## src/rtl/cycle_sequencer.sv

```systemverilog
// cycle_sequencer -- machine-cycle sequencer for the TB4004 core.
//
// Steps an 8-phase index (A1 A2 A3 M1 M2 X1 X2 X3 = 0..7) once per clock,
// latches the instruction nibbles from the ROM bus at M1/M2 and tracks
// two-word instructions so that they execute only in their second cycle.
//
// Build option:
//   SEQ_STOP_EN  defined   -> RUN/STOP halt machine driven by stopReq; the
//                             core halts only at an instruction boundary.
//                undefined -> stopReq ignored, stopAck tied low.
//
// Ports:
//   clk        in   system clock, rising edge
//   rst        in   asynchronous active-high reset
//   romData    in   4-bit ROM data nibble, sampled at M1 and M2
//   stopReq    in   halt request (SEQ_STOP_EN only)
//   cycle      out  3-bit phase index
//   sync       out  high during X3
//   opr/opa    out  first-word opcode / operand
//   opr2/opa2  out  second-word upper / lower nibble
//   secondWord out  current cycle fetches the second word
//   pcInc      out  one-clock program-counter advance pulse at A3
//   execValid  out  X1..X3 of the cycle in which the instruction executes
//   stopAck    out  core is halted

module cycle_sequencer (
  input  logic       clk,
  input  logic       rst,
  input  logic [3:0] romData,
  input  logic       stopReq,
  output logic [2:0] cycle,
  output logic       sync,
  output logic [3:0] opr,
  output logic [3:0] opa,
  output logic [3:0] opr2,
  output logic [3:0] opa2,
  output logic       secondWord,
  output logic       pcInc,
  output logic       execValid,
  output logic       stopAck
);

  localparam logic [2:0] CycM1 = 3'd3;
  localparam logic [2:0] CycM2 = 3'd4;
  localparam logic [2:0] CycX1 = 3'd5;
  localparam logic [2:0] CycX3 = 3'd7;
  localparam logic [2:0] CycA3 = 3'd2;

  logic [2:0] cycleQ, cycleD;
  logic [3:0] oprQ, oprD;
  logic [3:0] opaQ, opaD;
  logic [3:0] opr2Q, opr2D;
  logic [3:0] opa2Q, opa2D;
  logic       secondWordQ, secondWordD;
  logic       twoWordQ, twoWordD;
  logic       running;

  // JCN, FIM (opa[0]=0), JUN, JMS and ISZ carry a second ROM word.
  function automatic logic isTwoWord(input logic [3:0] code, input logic [3:0] operand);
    case (code)
      4'h1, 4'h4, 4'h5, 4'h7: isTwoWord = 1'b1;
      4'h2:                   isTwoWord = ~operand[0];
      default:                isTwoWord = 1'b0;
    endcase
  endfunction

`ifdef SEQ_STOP_EN
  localparam logic StRun  = 1'b0;
  localparam logic StStop = 1'b1;

  logic stateQ, stateD;

  assign running = (stateQ == StRun);
  assign stopAck = (stateQ == StStop);
`else
  logic unusedStopReq;

  assign unusedStopReq = stopReq;
  assign running       = 1'b1;
  assign stopAck       = 1'b0;
`endif

  always_comb begin
    cycleD      = cycleQ;
    oprD        = oprQ;
    opaD        = opaQ;
    opr2D       = opr2Q;
    opa2D       = opa2Q;
    secondWordD = secondWordQ;
    twoWordD    = twoWordQ;
`ifdef SEQ_STOP_EN
    stateD      = stateQ;
`endif
    if (running) begin
      // X3 wraps to A1; entering STOP therefore also leaves cycle at 0.
      cycleD = cycleQ + 3'd1;
      case (cycleQ)
        CycM1: begin
          if (secondWordQ) opr2D = romData;
          else             oprD  = romData;
        end
        CycM2: begin
          if (secondWordQ) begin
            opa2D = romData;
          end else begin
            opaD     = romData;
            twoWordD = isTwoWord(oprQ, romData);
          end
        end
        CycX3: begin
          secondWordD = twoWordQ & ~secondWordQ;
          if (secondWordQ) twoWordD = 1'b0;
`ifdef SEQ_STOP_EN
          // Never halt between the two words of one instruction.
          if (stopReq && !(twoWordQ & ~secondWordQ)) stateD = StStop;
`endif
        end
        default: ;
      endcase
    end
`ifdef SEQ_STOP_EN
    else if (!stopReq) begin
      // Resume edge: cycle stays 0 here, counting restarts on the next edge.
      stateD = StRun;
    end
`endif
  end

  always_ff @(posedge clk or posedge rst) begin
    if (rst) begin
      cycleQ      <= 3'd0;
      oprQ        <= 4'd0;
      opaQ        <= 4'd0;
      opr2Q       <= 4'd0;
      opa2Q       <= 4'd0;
      secondWordQ <= 1'b0;
      twoWordQ    <= 1'b0;
`ifdef SEQ_STOP_EN
      stateQ      <= StRun;
`endif
    end else begin
      cycleQ      <= cycleD;
      oprQ        <= oprD;
      opaQ        <= opaD;
      opr2Q       <= opr2D;
      opa2Q       <= opa2D;
      secondWordQ <= secondWordD;
      twoWordQ    <= twoWordD;
`ifdef SEQ_STOP_EN
      stateQ      <= stateD;
`endif
    end
  end

  assign cycle      = cycleQ;
  assign opr        = oprQ;
  assign opa        = opaQ;
  assign opr2       = opr2Q;
  assign opa2       = opa2Q;
  assign secondWord = secondWordQ;
  assign sync       = running & (cycleQ == CycX3);
  assign pcInc      = running & (cycleQ == CycA3);
  assign execValid  = running & (cycleQ >= CycX1) & (secondWordQ | ~twoWordQ);

endmodule

```

## config.mk

```make
export PLATFORM = sky130hd
export DESIGN_NAME = cycle_sequencer
export DESIGN_NICKNAME = d
export VERILOG_FILES = /design/src/rtl/cycle_sequencer.sv
export SDC_FILE = /design/constraint.sdc
export NUM_CORES = 1
export LEC_CHECK = 0
export ABC_CLOCK_PERIOD_IN_PS = 1860
export CORE_MARGIN = 10
export CORE_UTILIZATION = 44
export DETAILED_ROUTE_END_ITERATION = 12
export PLACE_DENSITY = 0.76
export SKIP_LAST_GASP = 1
export SLEW_MARGIN = 10
export SYNTH_ARGS = -nofsm -noshare
export SYNTH_HDL_FRONTEND = slang
export SYNTH_SLANG_ARGS = --single-unit
```

## constraint.sdc

```tcl
create_clock -name clk -period 1.86 [get_ports clk]
set_input_delay 0.279 -clock clk [delete_from_list [all_inputs] [get_ports clk]]
set_output_delay 0.279 -clock clk [all_outputs]
set_load 0.02 [all_outputs]
```

==> run_results.csv <==
group,metric,value,unit
outcome,status,"finished, final reports clean",
yosys,yosysWarnings,0,
timing,finalHoldViolCount,0,
power_and_ir_drop,ir_drop,0.7713,mV
floorplanning,core-area,2002,um^2
floorplanning,dieWidth,66.18,um
yosys,synthFlopType,"dfrtp_1",
final_layout,diodes,0,
clock_tree,clkLatencyLatePin,0.29,ns
critical_path,critPathMaxFanout,5,
route,drc,0,
final_layout,fin_area,1281,um^2
route,viasPerCell,4.937,
place,post-place-ws,0.06616,ns
clock_tree,cts_root_buf,"clkbuf_4",
global_routing,antenna_found_initial,0,
yosys,synth_most_common_cell,"dfrtp_1",
clock_tree,hold_buffers,0,
global_routing,grt_max_degree,22,
yosys,synthCells,67,
timing,final.setup_skew,0.002277,ns
clock_tree,clk_pin_slew,0.12,ns
route,drtAntennaViolNets,0,
worst_hold_path,hp-class,"primary input to asynchronous set/reset pin",
floorplanning,rows,16,
timing,fin_crit_sh,0.9569,
final_layout,drive_gt1_frac,0.2700,
place,hpwlAfterDp,1616,um
critical_path,path_cells,"ha_1, ha_1, dlygate4sd2_1",
place,placed_cell_area,1260,um^2
run,maxCapViolCount,0,
final_layout,fin_nets,114,
critical_path,reg2reg_setup_slack,0.14,ns
yosys,synth_area_leaders,"dfrtp_1 (56%), mux2_2 (19%), ha_1 (8.0%)",
timing,setup_slack,0.08012,ns
critical_path,worstPathArrival,1.50,ns
global_routing,grt_pass1_wl,3236,um
critical_path,critical_path.most_common_cell,"ha_1",
yosys,ys_seq_area_frac,0.5600,
critical_path,end_kind,"primary output",
critical_path,crit_required,1.58,ns
route,routed_wl,1991,um
clock_tree,cts_tree,"built",
timing,fmax,0.5618,GHz
power_and_ir_drop,p_per_area,1217,nW/um^2
global_routing,gr-usage-all-layers,0.09479,
route,dr_total_vias,627,
final_layout,finalNonFillerCells,127,
power_and_ir_drop,p_total,1560,uW
yosys,synth.top_cells.by_count,"dfrtp_1 (21), mux2_2 (16), ha_1 (6), inv_1 (6), nand2_1 (3)",
clock_tree,cts_resized,3,
clock_tree,cts_setup_buffers,0,
clock_tree,max-clock-path-buffers,2,
critical_path,crit_path_top_delay_cell,"dfrtp_1",
yosys,synthArstFlopShare,1.000,
global_routing,grt_pass1_vias,669,
clock_tree,cts-buffers-inserted,3,
route,dr.pass1.iters,4,
critical_path,path_class,"flop to primary output",
final_layout,area_delta_synth_final,36.53,%
power_and_ir_drop,p_leak,0.0005889,uW
floorplanning,dieArea,4380,um^2
critical_path,path_buf_inv,1,
timing,setup_viol,0,
place,io_buffers,28,
place,place.gp.congestion,0.7685,
yosys,synth_top_area_frac,0.5600,
floorplanning,ioPinCount,31,
yosys,synth_area_per_cell,14.01,um^2
timing,rsz0062_at_grt,"false",
critical_path,slowest_delay,0.44,ns
critical_path,start_kind,"flop",
clock_tree,cts_max_level,1,
timing,fin_crit,1.780,ns
floorplanning,die_h,66.18,um
yosys,syn_nets,80,
yosys,synth_edf_count,0,
yosys,synth_top_area_cell,"dfrtp_1",
route,wl_per_cell,15.68,um
timing,whs,0.2976,ns
yosys,ys_seq_elements,21,
yosys,yosys.cell_types.count,20,
floorplanning,floorplan.initialDensity,0.4687,
critical_path,crit_family,"adder cells",
route,drtIter0Drc,16,
yosys,syn_area,938.4,um^2
clock_tree,cts.sinks,21,
global_routing,overflow,0,
place,dp.cells,123,
timing,slew_viol_final,0,
## worst reg2reg max path: stages, from the launching register on
cell and delay (ns):
dfrtp_1 0.44, ha_1 0.25, ha_1 0.20, buf_4 0.15
o211a_1 0.20, o21ai_0 0.25, o41ai_2 0.12
## sequential cells by signal, indices dropped and copies added (netlist names)
| register | count |
|---|---|
| cycle | 3 |
| opa | 4 |
| opa2 | 4 |
| opr | 4 |
| opr2 | 4 |
| secondWord | 1 |
| twoWordQ | 1 |
## worst paths after layout
path                       endpoint  startpoint  cells after the start
max                            sync    cycle[0]                      3
min                        cycle[1]         rst                      3
max reg2reg                twoWordQ    cycle[0]                      6
min reg2reg                 opa2[0]     opa2[0]                      1
max in group asynchronous   opr2[0]         rst                      3
min in group clk            opa2[0]     opa2[0]                      1
## routing by layer
metal  up-vias  routed length [um]  global-route usage
li1        297                   -                   -
met1       313                 805              0.1056
met2        15                 997              0.1579
met3         2                 171             0.04068
met4         0                  17             0.03141
met5         -                   0                   0
## cells in the final DEF (no fill, tap or decap), types with 2 or more instances in the layout
cell | netlist | layout
buf_4 | 1 | 2
nand2_1 | 3 | 3
ha_1 | 6 | 6
clkdlybuf4s50_1 | 0 | 25
dfrtp_1 | 21 | 21
clkbuf_4 | 0 | 3
mux2_2 | 16 | 16
inv_1 | 6 | 6
## layout make-up
type / instances / area [um^2]
Fill cell: 174 / 720.7
Sequential cell: 21 / 525.5
Timing Repair Buffer: 30 / 289.0
Multi-Input combinational cell: 39 / 382.9
Clock buffer: 3 / 22.52
Tap cell: 27 / 33.78
Clock inverter: 1 / 5.005
Inverter: 6 / 22.52
## kinds of logic (layout without fill, tap and decap cells)
kind of cell               after synthesis  after routing  synth area share
and+or+nand+nor                          9              9           0.06001
DFF                                     21             21            0.5600
muxes                                   17             17            0.2027
buffers and inverters                    7             40           0.03200
adders and majority gates                6              6           0.08000
other                                    1              1          0.003996
AOI/OAI and AO/OA                        6              6           0.06134
## power breakdown
group | switching (uW) | internal [uW] | total, uW | leakage (uW)
clock | 133 | 79.9 | 213 | 0.0000177
sequential | 95.6 | 598 | 693 | 0.000251
combinational | 311 | 342 | 653 | 0.000321
total | 540 | 1020 | 1560 | 0.000589
## metrics by stage
step,utilization,setup TNS (ns)
final,0.6400,0
after global routing,0.6400,0
after CTS,0.6413,-0.05173
after detailed placement,0.6294,0
after global placement,0.6294,0
after floorplan,-,0
Power figures use the tool's default switching activity.
